--- src/rtl/mem_port_arbiter_if.sv ---
// mem_port_arbiter_if: bundles the fetch, data and memory-side signals of the
// shared memory-port arbiter.
//   slave  : the arbiter's view (requests/memory response in, acks/memory cmd out)
//   master : the environment's view (requesters plus backing memory)
// Signals:
//   i_req/i_addr -> i_ack/i_rdata           fetch read channel
//   d_req/d_we/d_addr/d_wdata -> d_ack/d_rdata  data read/write channel
//   mem_req/mem_we/mem_addr/mem_wdata -> mem_ack/mem_rdata  memory port
//   stall_f/stall_a                         pipeline hold requests
interface mem_port_arbiter_if #(
  parameter int unsigned ADDR_W = 8,
  parameter int unsigned DATA_W = 8
);
  logic              i_req;
  logic [ADDR_W-1:0] i_addr;
  logic              i_ack;
  logic [DATA_W-1:0] i_rdata;

  logic              d_req;
  logic              d_we;
  logic [ADDR_W-1:0] d_addr;
  logic [DATA_W-1:0] d_wdata;
  logic              d_ack;
  logic [DATA_W-1:0] d_rdata;

  logic              mem_req;
  logic              mem_we;
  logic [ADDR_W-1:0] mem_addr;
  logic [DATA_W-1:0] mem_wdata;
  logic              mem_ack;
  logic [DATA_W-1:0] mem_rdata;

  logic              stall_f;
  logic              stall_a;

  modport slave (
    input  i_req, i_addr,
    output i_ack, i_rdata,
    input  d_req, d_we, d_addr, d_wdata,
    output d_ack, d_rdata,
    output mem_req, mem_we, mem_addr, mem_wdata,
    input  mem_ack, mem_rdata,
    output stall_f, stall_a
  );

  modport master (
    output i_req, i_addr,
    input  i_ack, i_rdata,
    output d_req, d_we, d_addr, d_wdata,
    input  d_ack, d_rdata,
    input  mem_req, mem_we, mem_addr, mem_wdata,
    output mem_ack, mem_rdata,
    input  stall_f, stall_a
  );
endinterface

--- src/rtl/mem_port_arbiter.sv ---
// mem_port_arbiter: shares one multi-cycle backing-memory port between the
// fetch stage (instruction reads) and the action stage (data reads/writes).
// Each access runs IDLE -> BUSY_I/BUSY_D -> RESP -> IDLE.
// Ports:
//   clk   : system clock
//   n_rst : asynchronous active-low reset
//   bus   : mem_port_arbiter_if.slave (fetch, data and memory channels, stalls)
// Build option:
//   MEM_ARB_RR_EN : when defined, a last_grant register alternates the winner
//                   when both sides request in IDLE; otherwise data always wins.
module mem_port_arbiter #(
  parameter int unsigned ADDR_W = 8,
  parameter int unsigned DATA_W = 8
) (
  input  logic              clk,
  input  logic              n_rst,
  mem_port_arbiter_if.slave bus
);

  typedef enum logic [1:0] {
    IDLE   = 2'd0,
    BUSY_I = 2'd1,
    BUSY_D = 2'd2,
    RESP   = 2'd3
  } state_t;

  state_t              state_q, state_d;
  logic                mem_req_q, mem_req_d;
  logic                mem_we_q, mem_we_d;
  logic [ADDR_W-1:0]   mem_addr_q, mem_addr_d;
  logic [DATA_W-1:0]   mem_wdata_q, mem_wdata_d;
  logic                i_ack_q, i_ack_d;
  logic                d_ack_q, d_ack_d;
  logic [DATA_W-1:0]   i_rdata_q, i_rdata_d;
  logic [DATA_W-1:0]   d_rdata_q, d_rdata_d;
  logic                prefer_d;
  logic                take_d;

`ifdef MEM_ARB_RR_EN
  // last_d_q = 1 when the data side won the previous grant (reset: fetch)
  logic                last_d_q, last_d_d;
  assign prefer_d = ~last_d_q;
`else
  assign prefer_d = 1'b1;
`endif

  // Data wins a tie only when preferred; an uncontested request always wins.
  assign take_d = bus.d_req & (prefer_d | ~bus.i_req);

  // Next-state and registered-output logic
  always_comb begin
    state_d     = state_q;
    mem_req_d   = mem_req_q;
    mem_we_d    = mem_we_q;
    mem_addr_d  = mem_addr_q;
    mem_wdata_d = mem_wdata_q;
    i_ack_d     = 1'b0;
    d_ack_d     = 1'b0;
    i_rdata_d   = i_rdata_q;
    d_rdata_d   = d_rdata_q;
`ifdef MEM_ARB_RR_EN
    last_d_d    = last_d_q;
`endif

    unique case (state_q)
      IDLE: begin
        if (take_d) begin
          mem_req_d   = 1'b1;
          mem_we_d    = bus.d_we;
          mem_addr_d  = bus.d_addr;
          mem_wdata_d = bus.d_wdata;
          state_d     = BUSY_D;
`ifdef MEM_ARB_RR_EN
          last_d_d    = 1'b1;
`endif
        end else if (bus.i_req) begin
          mem_req_d   = 1'b1;
          mem_we_d    = 1'b0;
          mem_addr_d  = bus.i_addr;
          state_d     = BUSY_I;
`ifdef MEM_ARB_RR_EN
          last_d_d    = 1'b0;
`endif
        end
      end
      BUSY_I: begin
        if (bus.mem_ack) begin
          i_rdata_d = bus.mem_rdata;
          i_ack_d   = 1'b1;
          mem_req_d = 1'b0;
          state_d   = RESP;
        end
      end
      BUSY_D: begin
        if (bus.mem_ack) begin
          // Writes leave the last read word in place.
          if (!mem_we_q) begin
            d_rdata_d = bus.mem_rdata;
          end
          d_ack_d   = 1'b1;
          mem_req_d = 1'b0;
          mem_we_d  = 1'b0;
          state_d   = RESP;
        end
      end
      RESP: begin
        // Requests are ignored here so requesters can retire or replace them.
        state_d = IDLE;
      end
      default: begin
        state_d = IDLE;
      end
    endcase
  end

  // State and output registers
  always_ff @(posedge clk or negedge n_rst) begin
    if (!n_rst) begin
      state_q     <= IDLE;
      mem_req_q   <= 1'b0;
      mem_we_q    <= 1'b0;
      mem_addr_q  <= '0;
      mem_wdata_q <= '0;
      i_ack_q     <= 1'b0;
      d_ack_q     <= 1'b0;
      i_rdata_q   <= '0;
      d_rdata_q   <= '0;
`ifdef MEM_ARB_RR_EN
      last_d_q    <= 1'b0;
`endif
    end else begin
      state_q     <= state_d;
      mem_req_q   <= mem_req_d;
      mem_we_q    <= mem_we_d;
      mem_addr_q  <= mem_addr_d;
      mem_wdata_q <= mem_wdata_d;
      i_ack_q     <= i_ack_d;
      d_ack_q     <= d_ack_d;
      i_rdata_q   <= i_rdata_d;
      d_rdata_q   <= d_rdata_d;
`ifdef MEM_ARB_RR_EN
      last_d_q    <= last_d_d;
`endif
    end
  end

  assign bus.mem_req   = mem_req_q;
  assign bus.mem_we    = mem_we_q;
  assign bus.mem_addr  = mem_addr_q;
  assign bus.mem_wdata = mem_wdata_q;
  assign bus.i_ack     = i_ack_q;
  assign bus.d_ack     = d_ack_q;
  assign bus.i_rdata   = i_rdata_q;
  assign bus.d_rdata   = d_rdata_q;

  // Stalls are combinational so the pipeline holds in the request cycle;
  // gated by n_rst so they read 0 throughout reset.
  assign bus.stall_f = n_rst & bus.i_req & ~i_ack_q;
  assign bus.stall_a = n_rst & bus.d_req & ~d_ack_q;

endmodule

--- src/flat_wrapper.sv ---
// flat-port wrapper written by rule: the top's interface ports become plain ports
module mem_port_arbiter_flat 
#(
  parameter int unsigned ADDR_W = 8,
  parameter int unsigned DATA_W = 8
)
  (clk, n_rst, bus_i_req, bus_i_addr, bus_i_ack, bus_i_rdata, bus_d_req, bus_d_we, bus_d_addr, bus_d_wdata, bus_d_ack, bus_d_rdata, bus_mem_req, bus_mem_we, bus_mem_addr, bus_mem_wdata, bus_mem_ack, bus_mem_rdata, bus_stall_f, bus_stall_a);
  mem_port_arbiter_if #(.ADDR_W(ADDR_W), .DATA_W(DATA_W)) bus_i ();
  input  logic clk;
  input  logic n_rst;
  input wire logic [$bits(bus_i.i_req)-1:0] bus_i_req;
  input wire logic [$bits(bus_i.i_addr)-1:0] bus_i_addr;
  output wire logic [$bits(bus_i.i_ack)-1:0] bus_i_ack;
  output wire logic [$bits(bus_i.i_rdata)-1:0] bus_i_rdata;
  input wire logic [$bits(bus_i.d_req)-1:0] bus_d_req;
  input wire logic [$bits(bus_i.d_we)-1:0] bus_d_we;
  input wire logic [$bits(bus_i.d_addr)-1:0] bus_d_addr;
  input wire logic [$bits(bus_i.d_wdata)-1:0] bus_d_wdata;
  output wire logic [$bits(bus_i.d_ack)-1:0] bus_d_ack;
  output wire logic [$bits(bus_i.d_rdata)-1:0] bus_d_rdata;
  output wire logic [$bits(bus_i.mem_req)-1:0] bus_mem_req;
  output wire logic [$bits(bus_i.mem_we)-1:0] bus_mem_we;
  output wire logic [$bits(bus_i.mem_addr)-1:0] bus_mem_addr;
  output wire logic [$bits(bus_i.mem_wdata)-1:0] bus_mem_wdata;
  input wire logic [$bits(bus_i.mem_ack)-1:0] bus_mem_ack;
  input wire logic [$bits(bus_i.mem_rdata)-1:0] bus_mem_rdata;
  output wire logic [$bits(bus_i.stall_f)-1:0] bus_stall_f;
  output wire logic [$bits(bus_i.stall_a)-1:0] bus_stall_a;
  assign bus_i.i_req = bus_i_req;
  assign bus_i.i_addr = bus_i_addr;
  assign bus_i_ack = bus_i.i_ack;
  assign bus_i_rdata = bus_i.i_rdata;
  assign bus_i.d_req = bus_d_req;
  assign bus_i.d_we = bus_d_we;
  assign bus_i.d_addr = bus_d_addr;
  assign bus_i.d_wdata = bus_d_wdata;
  assign bus_d_ack = bus_i.d_ack;
  assign bus_d_rdata = bus_i.d_rdata;
  assign bus_mem_req = bus_i.mem_req;
  assign bus_mem_we = bus_i.mem_we;
  assign bus_mem_addr = bus_i.mem_addr;
  assign bus_mem_wdata = bus_i.mem_wdata;
  assign bus_i.mem_ack = bus_mem_ack;
  assign bus_i.mem_rdata = bus_mem_rdata;
  assign bus_stall_f = bus_i.stall_f;
  assign bus_stall_a = bus_i.stall_a;
  mem_port_arbiter #(.ADDR_W(ADDR_W), .DATA_W(DATA_W)) u_core (.clk(clk), .n_rst(n_rst), .bus(bus_i));
endmodule
--- config.mk ---
export PLATFORM = sky130hd
export DESIGN_NAME = mem_port_arbiter_flat
export DESIGN_NICKNAME = d
export VERILOG_FILES = /design/src/rtl/mem_port_arbiter_if.sv /design/src/rtl/mem_port_arbiter.sv /design/src/flat_wrapper.sv
export SDC_FILE = /design/constraint.sdc
export NUM_CORES = 1
export LEC_CHECK = 0
export ABC_AREA = 1
export BUFFER_PORTS_ARGS = -buffer_cell sky130_fd_sc_hd__buf_2
export CAP_MARGIN = 20
export CORE_MARGIN = 3
export CORE_UTILIZATION = 40
export CTS_CLUSTER_SIZE = 25
export DETAILED_ROUTE_END_ITERATION = 8
export PLACE_DENSITY = 0.79
export SLEW_MARGIN = 20
export SYNTH_ARGS = -nofsm -noshare
export SYNTH_HDL_FRONTEND = slang
export SYNTH_SLANG_ARGS = --single-unit
--- constraint.sdc ---
create_clock -name clk -period 1.25 [get_ports clk]
set_input_delay 0.125 -clock clk [delete_from_list [all_inputs] [get_ports clk]]
set_output_delay 0.125 -clock clk [all_outputs]
set_load 0.01 [all_outputs]
==> summary.md, run 1 <==
| Metric | Value |
|---|---|
| Status | `complete, no violations` |
| Die width | `72.2 um` |
| Ant. Diodes | `0` |
| I/O pin cnt | `76` |
| Crit path launch type | `flop` |
| Tmin final | `1.25 ns` |
| Clock share of power | `20.4%` |
| Core Region | `approximately 4100 um2` |
| Final worst slack | `0.00398 ns` |
| CTS tree | `done` |
| Clock Skew | `0.00418 ns` |
| Largest delay share family, worst path | `flip-flops` |
| Grt ovf | `0` |
| Initial Utilization | `42.6%` |
| Clock buffer count from CTS | `5` |
| Slew HR | `69.8%` |
| Sink Count | `38` |
| Clock transition at path regs | `0.07 ns` |
| Skew-Pair Late Insertion Delay | `approximately 0.29 ns` |
| DRC Markers | `0` |
| Initial antenna violation count | `0` |
| Switching part of the total | `between 30% and 40%` |
| Final Cycle Share | `99.7%` |
| I/O Buffers | `75` |
| Post-DP HPWL | `3120 um` |
| Seq cells post-synth | `38` |
| WL met2 | `2420 um` |
| Total number of H-tree levels | `2` |
| Final layout net count | `341` |
| Critical Path Most Common Cell | `nand2_1` |
| Die area | `5220 um2` |
| Setup WS pre-CTS | `0.00736 ns` |
| Share of cells above drive strength 1 | `37.5%` |
| Synth Net Count | `between 200 and 300` |
| Synthesized instance count | `210` |
| Global-route wire length before repair | `6960 um` |
| CP Class | `flop to flop` |
| Synth unique cells | `15` |
| Fin. max-slew vios | `0` |
| Total track usage | `between 15 and 20%` |
| Metal3 WL | `around 260 um` |
| Critical path buffers and inverters | `3` |
| Crit-path slowest cell | `dfrtp_1` |
| Pin count of the biggest net entering global routing | `38` |
| Seq pwr share | `around 34%` |
| P&R area growth vs syn | `41.2%` |
| Syn Std Cell Area | `1750 um2` |
| Ys Warns | `0` |
| Fmax | `803 MHz` |
| Via density | `between 4 and 5` |
| RSZ-0062 raised after global routing | `yes` |
| Height of the die | `72.2 um` |
| Drt initial violations | `64` |
| Register area share after synthesis | `between 50% and 60%` |
| Combinational share of power | `~46%` |
| Met1 WL | `between 1500 and 2000 um` |
| Routed len/inst | `13.0 um` |
| Root buf cell | `clkbuf_8` |
| Std-Cell Rows | `23` |
| Setup Viol. Count Final | `0` |
| Switch Pwr | `~2.4 mW` |
| Critical Path AT | `1.43 ns` |
| Crit-path max cell delay | `between 0.3 and 0.4 ns` |
| CP Cell Sequence | `inv_2, buf_6, ha_1, inv_1, nand2_1, o21ai_0, nand3_1, nand2_1` |
| Worst Setup End Kind | `flop` |
| Max-cap violations | `0` |
| Worst IR Drop VDD | `0.870 mV` |
| Routability congestion estimate | `0.802` |
| Final Util | `60.2%` |
| Vias in the first global route | `1598` |
| Post-route ant nets | `0` |
| Worst Tran Pin Value | `0.453 ns` |
| Clock Path Buffers | `2` |
| Drt total wl | `around 4500 um` |
| P_leak | `between 1 and 1.5 nW` |
| DR vias | `between 1500 and 2000` |
| WP data required | `1.44 ns` |
| Worst hold path type | `input pin to flop` |
| Crit-path max FO | `3` |
| Pwr dens | `roughly 2500 nW/um2` |
| Pint | `3.86 mW` |
| DR top layer | `met4` |
| Drt first pass iters | `4` |
| Syn avg cell area | `8.35 um2` |
| Hold Fails Final Rpt | `0` |
metrics by stage:
step / hold WS [ns] / instances / instance area, um2 / power (mW) / setup TNS [ns]
global placement: -0.0736 / 338 / 2220 / 4.54 / 0
CTS: 0.0633 / 348 / 2380 / 5.97 / 0
detailed placement: -0.0731 / 338 / 2220 / 4.63 / 0
global route: 0.0824 / 349 / 2480 / 6.70 / -1.46
finish: 0.0639 / 349 / 2480 / 6.25 / 0
floorplan: -0.171 / 210 / 1750 / 3.55 / 0
worst register-to-register path, cell delays in order (launching register included):
cell	delay, ns
dfrtp_1	0.39
inv_2	0.12
buf_6	0.13
ha_1	0.15
inv_1	0.07
nand2_1	0.07
o21ai_0	0.08
nand3_1	0.08
nand2_1	0.05
timing repair:
item	CTS	global route
pin swaps	0	9
endpoints found under the hold margin	38	1
hold buffers	1	1
cloned	1	0
resized for setup	4	32
setup endpoints to repair	8	38
setup buffers	0	0
area by class of cell:
type	count	area (um2)
Clock buffer	6	82.6
Fill cell	353	1640
Tap cell	50	62.6
Inverter	20	77.6
Timing Repair Buffer	85	480
Multi-Input combinational cell	148	763
Clock inverter	2	60.1
Sequential cell	38	951
Yosys cell counts:
master	number	area [um2]
nand4_1	1	6.26
dfrtp_1	38	951
inv_2	2	7.51
nor2_4	2	22.5
nand2_1	88	330
nand3_1	13	65.1
nand2_4	1	11.3
inv_1	18	67.6
nor2_1	7	26.3
o21ai_0	25	125
o21ai_1	1	5.00
buf_6	3	33.8
ha_1	5	62.6
buf_4	2	15.0
nand2_2	4	25.0
cell families (layout without fill, tap and decap cells):
group	count (synthesis)	count (layout)	share of synthesized area, %
AO/OA/AOI/OAI	26	26	7.42
buffers and inverters	25	113	7.06
AND/OR/NAND/NOR	116	117	27.7
adder cells (fa/ha/maj)	5	5	3.57
flip-flops	38	38	54.2
worst paths after layout:
kind	cells past startpoint	startpoint	end	slack, ns
max	8	u_core.state_q[0]	u_core.state_q[0]	0.004
min	3	bus_d_wdata[4]	u_core.bus.mem_wdata[4]	0.06
max reg2reg	8	u_core.state_q[0]	u_core.state_q[0]	0.004
min reg2reg	2	u_core.bus.mem_req	u_core.bus.mem_req	0.47
max in group asynchronous	3	n_rst	u_core.bus.mem_wdata[5]	0.79
min in group asynchronous	3	n_rst	u_core.bus.i_rdata[5]	0.11
sequential cells by signal (all words and copies together), names as in the netlist:
register / count
u_core.bus.d_rdata: 8
u_core.bus.i_rdata: 8
u_core.bus.mem_addr: 8
u_core.bus.mem_wdata: 8
u_core.state_q: 2
u_core.bus.d_ack: 1
u_core.bus.i_ack: 1
u_core.bus.mem_req: 1
u_core.bus.mem_we: 1
cells in the final DEF (no fill, tap or decap), types with 2 or more instances in the layout:
master / n
nor2_1: 5
buf_4: 6
dfrtp_1: 38
nand2_1: 84
clkbuf_8: 6
o21ai_1: 12
nand2_2: 5
bufinv_16: 2
nand3_1: 13
buf_2: 74
inv_1: 16
nand2_4: 5
inv_2: 3
buf_6: 2
ha_4: 3
nor2_4: 3
ha_1: 2
o21ai_0: 14
power by group through the flow:
stage | clock (mW) | sequential [mW] | combinational [mW]
2_1_floorplan | 0 | 2.35 | 1.21
3_3_place_gp | 0 | 2.09 | 2.45
3_5_place_dp | 0 | 2.10 | 2.54
4_1_cts | 1.29 | 2.08 | 2.59
5_1_grt | 1.35 | 2.17 | 3.17
6_report | 1.28 | 2.11 | 2.86
metal layers:
| layer | global-route usage (%) | up-vias |
|---|---|---|
| li1 | - | 829 |
| met1 | 19.0 | 785 |
| met2 | 31.0 | 44 |
| met3 | 3.88 | 7 |
| met4 | 6.05 | 0 |
| met5 | 0 | - |
No activity file was read; power rests on OpenSTA's default activity.
==> run 2: changes to the inputs <==
Settings changed: CORE_UTILIZATION 40 to 25, PLACE_DENSITY 0.79 to 0.55.
Clock period 1.25 ns to 1.4 ns, I/O delays scaled along.
==> summary.md, run 2 (same netlist as run 1, synthesis figures left out) <==
| Metric | Value |
|---|---|
| Routability congestion estimate | `0.732 (-8.7%)` |
| Total track usage | `11.3% (-5.6 points)` |
| Total number of H-tree levels | `2 (unchanged)` |
| Cells after DPL | `376 (+11%)` |
| Sink Count | `38 (unchanged)` |
| Post-DP HPWL | `3340 um (+7.0%)` |
| Fillers | `707 (+100%)` |
| Vias in the first global route | `1678 (+5.0%)` |
| Tmin final | `1.28 ns (+0.0374 ns)` |
| I/O Buffers | `75 (unchanged)` |
| Final TNS setup | `0 ns (unchanged)` |
| Critical Path Most Common Cell | `nand2_1` |
| Global-route wire length before repair | `7770 um (+12%)` |
| CTS tree | `done` |
| Routed len/inst | `11.6 um (-11%)` |
| P_leak | `1.39 nW (-4.6%)` |
| Final cell count without fillers | `387 (+11%)` |
| Initial antenna violation count | `0 (unchanged)` |
| Hold Fails Final Rpt | `0 (unchanged)` |
| Clock Skew | `0.00950 ns (+0.00532 ns)` |
| Final Util | `36.2% (-24 points)` |
| Clock transition at path regs | `0.07 ns (about the same)` |
| Initial Utilization | `26.7% (-16 points)` |
| Largest delay share family, worst path | `flip-flops` |
| Critical path buffers and inverters | `2 (-1)` |
| Worst hold margin | `0.0954 ns (+0.0315 ns)` |
| Drt total wl | `4490 um (-0.95%)` |
| Die area | `8060 um2 (+54%)` |
| Height of the die | `89.8 um (+24%)` |
| Worst hold path type | `input pin to flop` |
| Fmax | `779 MHz (-2.9%)` |
| Final Cycle Share | `91.7% (-8.0 points)` |
| Worst Tran Pin Value | `0.510 ns (+0.0566 ns)` |
| Clock Path Buffers | `2 (unchanged)` |
| Crit-path max FO | `11 (+8)` |
| Setup WS pre-CTS | `0.0272 ns (+0.0199 ns)` |
| Pwr dens | `2040 nW/um2 (-19%)` |
| Core Region | `6570 um2 (+60%)` |
| Die width | `89.8 um (+24%)` |
| CP Cell Sequence | `inv_1, ha_2, buf_12, nand2_2, nand2_1, nand2_1` |
| Setup bufs post-CTS | `0 (unchanged)` |
| Std-Cell Rows | `29 (+26%)` |
| Drt initial violations | `46 (-28%)` |
| Share of cells above drive strength 1 | `34.0% (-3.4 points)` |
| Most frequent cells in the layout | `nand2_1, buf_2, dfrtp_1` |
| Final worst slack | `0.117 ns (+0.113 ns)` |
| Crit-path max cell delay | `0.42 ns (+0.03 ns)` |
| Status | `complete, no violations` |
| Critical Path AT | `1.46 ns (+0.03 ns)` |
| Setup Viol. Count Final | `0 (unchanged)` |
| Fin. max-slew vios | `0 (unchanged)` |
| Crit-path slowest cell | `dfrtp_1` |
| Ant. Diodes | `0 (unchanged)` |
| Final layout net count | `336 (-1.5%)` |
| DRC Markers | `0 (unchanged)` |
| Via density | `4.18 (-12%)` |
| Drt first pass iters | `4 (unchanged)` |
| Root buf cell | `clkbuf_8` |
| Slew HR | `66.0% (-3.8 points)` |
| Crit path launch type | `flop` |
| Pin count of the biggest net entering global routing | `29 (-24%)` |
| Worst Setup End Kind | `flop` |
| Post-route ant nets | `0 (unchanged)` |
| Commonest non-fill, non-tap cell in the layout | `nand2_1` |
| CP Class | `flop to flop` |
| Max-cap violations | `0 (unchanged)` |
| WP data required | `1.58 ns (+0.14 ns)` |
| Worst IR Drop VDD | `0.731 mV (-16%)` |
| P&R area growth vs syn | `35.6%` |
| Grt ovf | `0 (unchanged)` |
| RSZ-0062 raised after global routing | `yes` |
| Skew-Pair Late Insertion Delay | `0.29 ns (about the same)` |
| Clock buffer count from CTS | `5 (unchanged)` |
| DR vias | `1618 (-2.8%)` |
| I/O pin cnt | `76 (unchanged)` |
## run 2: changes by cell type in the layout (fill, tap and decap cells not counted), moves of 3 or more
| cell | previous run | this run |
|---|---|---|
| buf_4 | 6 | 2 |
| o21ai_0 | 14 | 24 |
| ha_4 | 3 | 0 |
| o21ai_1 | 12 | 2 |
| nand2_1 | 84 | 87 |
## run 2: report_power, final
part	internal [mW]	switching, mW
Combinational	0.886	1.30
Sequential	1.60	0.270
Clock	0.396	0.393
## run 2: metrics by stage
stage | instance area, um2 | total power, mW
2_1_floorplan | 1750 | 3.17
3_3_place_gp | 2230 | 4.00
3_5_place_dp | 2230 | 4.05
4_1_cts | 2350 | 4.86
5_1_grt | 2380 | 5.32
6_report | 2380 | 4.84
## run 2: cell type report
type	instances	area (um2)	area share (%)
clock buffers	6	82.6	3.47
clock inverters	2	12.5	0.526
inverters	20	75.1	3.16
multi-input cells	148	708	29.8
flip-flops and latches	38	951	40.0
well taps	93	116	4.89
repair buffers	80	433	18.2
## run 2: path summary, 6_finish.rpt
path,endpoint,slack (ns),start,cells after the start
worst min register to register,u_core.bus.mem_wdata[4],0.48,u_core.bus.mem_wdata[4],2
worst max register to register,u_core.bus.mem_wdata[3],0.12,u_core.state_q[1],6
worst max-delay path,u_core.bus.mem_wdata[3],0.12,u_core.state_q[1],6
max in group asynchronous,u_core.bus.mem_wdata[6],0.50,n_rst,3
worst min-delay path,u_core.bus.mem_wdata[0],0.1,bus_d_wdata[0],3
min in group asynchronous,u_core.bus.d_rdata[6],0.44,n_rst,3
## run 2: worst min-delay path, cell delays in order
cell	delay [ns]
buf_2	0.08
nand3_1	0.06
nand2_1	0.06
## run 2: timing repair
| item | CTS | global route |
|---|---|---|
| hold buffers | 2 | 0 |
| gates resized for setup | 0 | 9 |
| endpoints found under the setup margin | 0 | 38 |
| hold endpoints to repair | 10 | 0 |
## run 2: per-layer routing
metal | up-vias | GRT usage (%) | part of all wire, %
met4 | 0 | 2.68 | 0.60
met2 | 45 | 19.9 | 50
met3 | 2 | 3.84 | 6.5
met1 | 746 | 13.4 | 43
met5 | - | 0 | 0
li1 | 825 | - | -
==> run 3: changes to the inputs <==
Settings changed: CELL_PAD_IN_SITES_DETAIL_PLACEMENT set to 1, CELL_PAD_IN_SITES_GLOBAL_PLACEMENT set to 2, PLACE_DENSITY 0.55 to 0.84, RECOVER_POWER set to 50.
==> summary.md, run 3 (same netlist as run 1, synthesis figures left out) <==
| Metric | Value |
|---|---|
| Worst Tran Pin Value | `0.682 ns (+0.172 ns)` |
| Tmin final | `1.29 ns (+0.0103 ns)` |
| I/O Buffers | `75 (unchanged)` |
| WP data required | `1.58 ns (about the same)` |
| Clock buffer count from CTS | `5 (unchanged)` |
| Skew-Pair Late Insertion Delay | `0.29 ns (about the same)` |
| CTS tree | `done` |
| Sink Count | `38 (unchanged)` |
| Min-Delay Path Depth | `3 (unchanged)` |
| P&R area growth vs syn | `33.2%` |
| Slew HR | `54.5% (-11 points)` |
| Routed len/inst | `12.7 um (+9.7%)` |
| Worst hold path type | `input pin to flop` |
| Commonest non-fill, non-tap cell in the layout | `nand2_1` |
| Final Cycle Share | `92.4% (+0.74 points)` |
| Height of the die | `89.8 um (unchanged)` |
| CP Class | `flop to flop` |
| Ant. Diodes | `0 (unchanged)` |
| Drt total wl | `4960 um (+11%)` |
| Final layout net count | `339 (+0.89%)` |
| Vias in the first global route | `1694 (+0.95%)` |
| Pwr dens | `2070 nW/um2 (+1.4%)` |
| DR vias | `1644 (+1.6%)` |
| Clock Path Buffers | `2 (unchanged)` |
| Std-Cell Rows | `29 (unchanged)` |
| Worst R2R Path Depth | `6 (unchanged)` |
| Final TNS setup | `0 ns (unchanged)` |
| Grt ovf | `0 (unchanged)` |
| Via density | `4.22 (+0.83%)` |
| Crit path launch type | `flop` |
| Drt first pass iters | `4 (unchanged)` |
| Root buf cell | `clkbuf_8` |
| Die width | `89.8 um (unchanged)` |
| Worst Setup End Kind | `flop` |
| Clock Skew | `0.00275 ns (-0.00674 ns)` |
| Global-route wire length before repair | `8210 um (+5.7%)` |
| Setup Viol. Count Final | `0 (unchanged)` |
| Status | `complete, no violations` |
| Drt initial violations | `47 (+2.2%)` |
| Fin. max-slew vios | `0 (unchanged)` |
| Fmax | `773 MHz (-0.80%)` |
| Pin count of the biggest net entering global routing | `28 (-3.4%)` |
| Clock transition at path regs | `0.07 ns (about the same)` |
| Initial antenna violation count | `0 (unchanged)` |
| Initial Utilization | `26.7% (unchanged)` |
| Most frequent cells in the layout | `nand2_1, buf_2, dfrtp_1` |
| Post-DP HPWL | `3720 um (+11%)` |
| DRC Markers | `0 (unchanged)` |
| Core Region | `6570 um2 (unchanged)` |
| Routability congestion estimate | `0.742 (+1.3%)` |
| Total track usage | `12.6% (+1.3 points)` |
| Worst hold margin | `0.0795 ns (-0.0159 ns)` |
| I/O pin cnt | `76 (unchanged)` |
| Worst IR Drop VDD | `0.473 mV (-35%)` |
| P_leak | `1.29 nW (-7.2%)` |
| Crit-path max FO | `8 (-3)` |
| Die area | `8060 um2 (unchanged)` |
| Total number of H-tree levels | `2 (unchanged)` |
| Max-cap violations | `0 (unchanged)` |
| Share of cells above drive strength 1 | `23.9% (-10 points)` |
| Critical Path AT | `1.47 ns (about the same)` |
| Hold Fails Final Rpt | `0 (unchanged)` |
| Post-route ant nets | `0 (unchanged)` |
==> run 3: final timing paths <==
check                      slack [ns]                       to               startpoint
max reg2reg                      0.11  u_core.bus.mem_wdata[3]        u_core.state_q[0]
min in group asynchronous        0.64    u_core.bus.i_rdata[3]                    n_rst
max                              0.11  u_core.bus.mem_wdata[3]        u_core.state_q[0]
max in group asynchronous        0.32   u_core.bus.mem_addr[3]                    n_rst
min reg2reg                      0.49  u_core.bus.mem_wdata[1]  u_core.bus.mem_wdata[1]
min                              0.08  u_core.bus.mem_wdata[1]           bus_d_wdata[1]
==> run 3: cell type report <==
| class | count | area (um2) |
|---|---|---|
| multi-input combinational | 148 | 701 |
| sequential | 38 | 951 |
| clock inverter | 1 | 5.00 |
| timing repair buffer | 83 | 402 |
| fill | 823 | 4230 |
| clock buffer | 7 | 86.3 |
| inverter | 20 | 75.1 |
| tap | 93 | 116 |
==> run 3: metal layers <==
metal  share of wire, %  global-route usage [%]  vias to the layer above
li1                   -                       -                      824
met1                 44                    15.0                      782
met2                 51                    21.4                       34
met3                4.5                    3.67                        4
met4                1.2                    4.98                        0
met5                  0                       0                        -
==> run 3: stage by stage <==
stage          setup WS [ns]  util [%]  instance area (um2)  power, mW  std cells
6_report               0.106      35.6                 2340       4.82        390
5_1_grt             -0.00552      35.6                 2340       5.29        390
4_1_cts              0.00820      35.6                 2340       4.90        386
3_5_place_dp         0.00662      33.8                 2220       4.07        376
3_3_place_gp          0.0601      33.8                 2220       3.98        376
2_1_floorplan          0.151         -                 1750       3.17        210
==> run 3: power by group <==
group | leakage [nW] | internal, mW | switching, mW
sequential | 0.477 | 1.60 | 0.288
combinational | 0.768 | 0.795 | 1.36
clock | 0.0482 | 0.397 | 0.383
==> run 3: what timing repair did <==
action                                  CTS  global route
hold buffers                              2             0
pin swaps                                 1             2
resized for setup                         2             6
endpoints found under the setup margin    6            39
setup buffers                             0             3
cloned                                    0             1
hold endpoints to repair                 11             0
==> run 3: worst max-delay path: stages (launching register included) <==
cell and delay [ns]:
dfrtp_1 0.40, inv_2 0.09, ha_2 0.20, buf_4 0.16, nand2_2 0.13, nand2_1 0.12
nand2_1 0.07
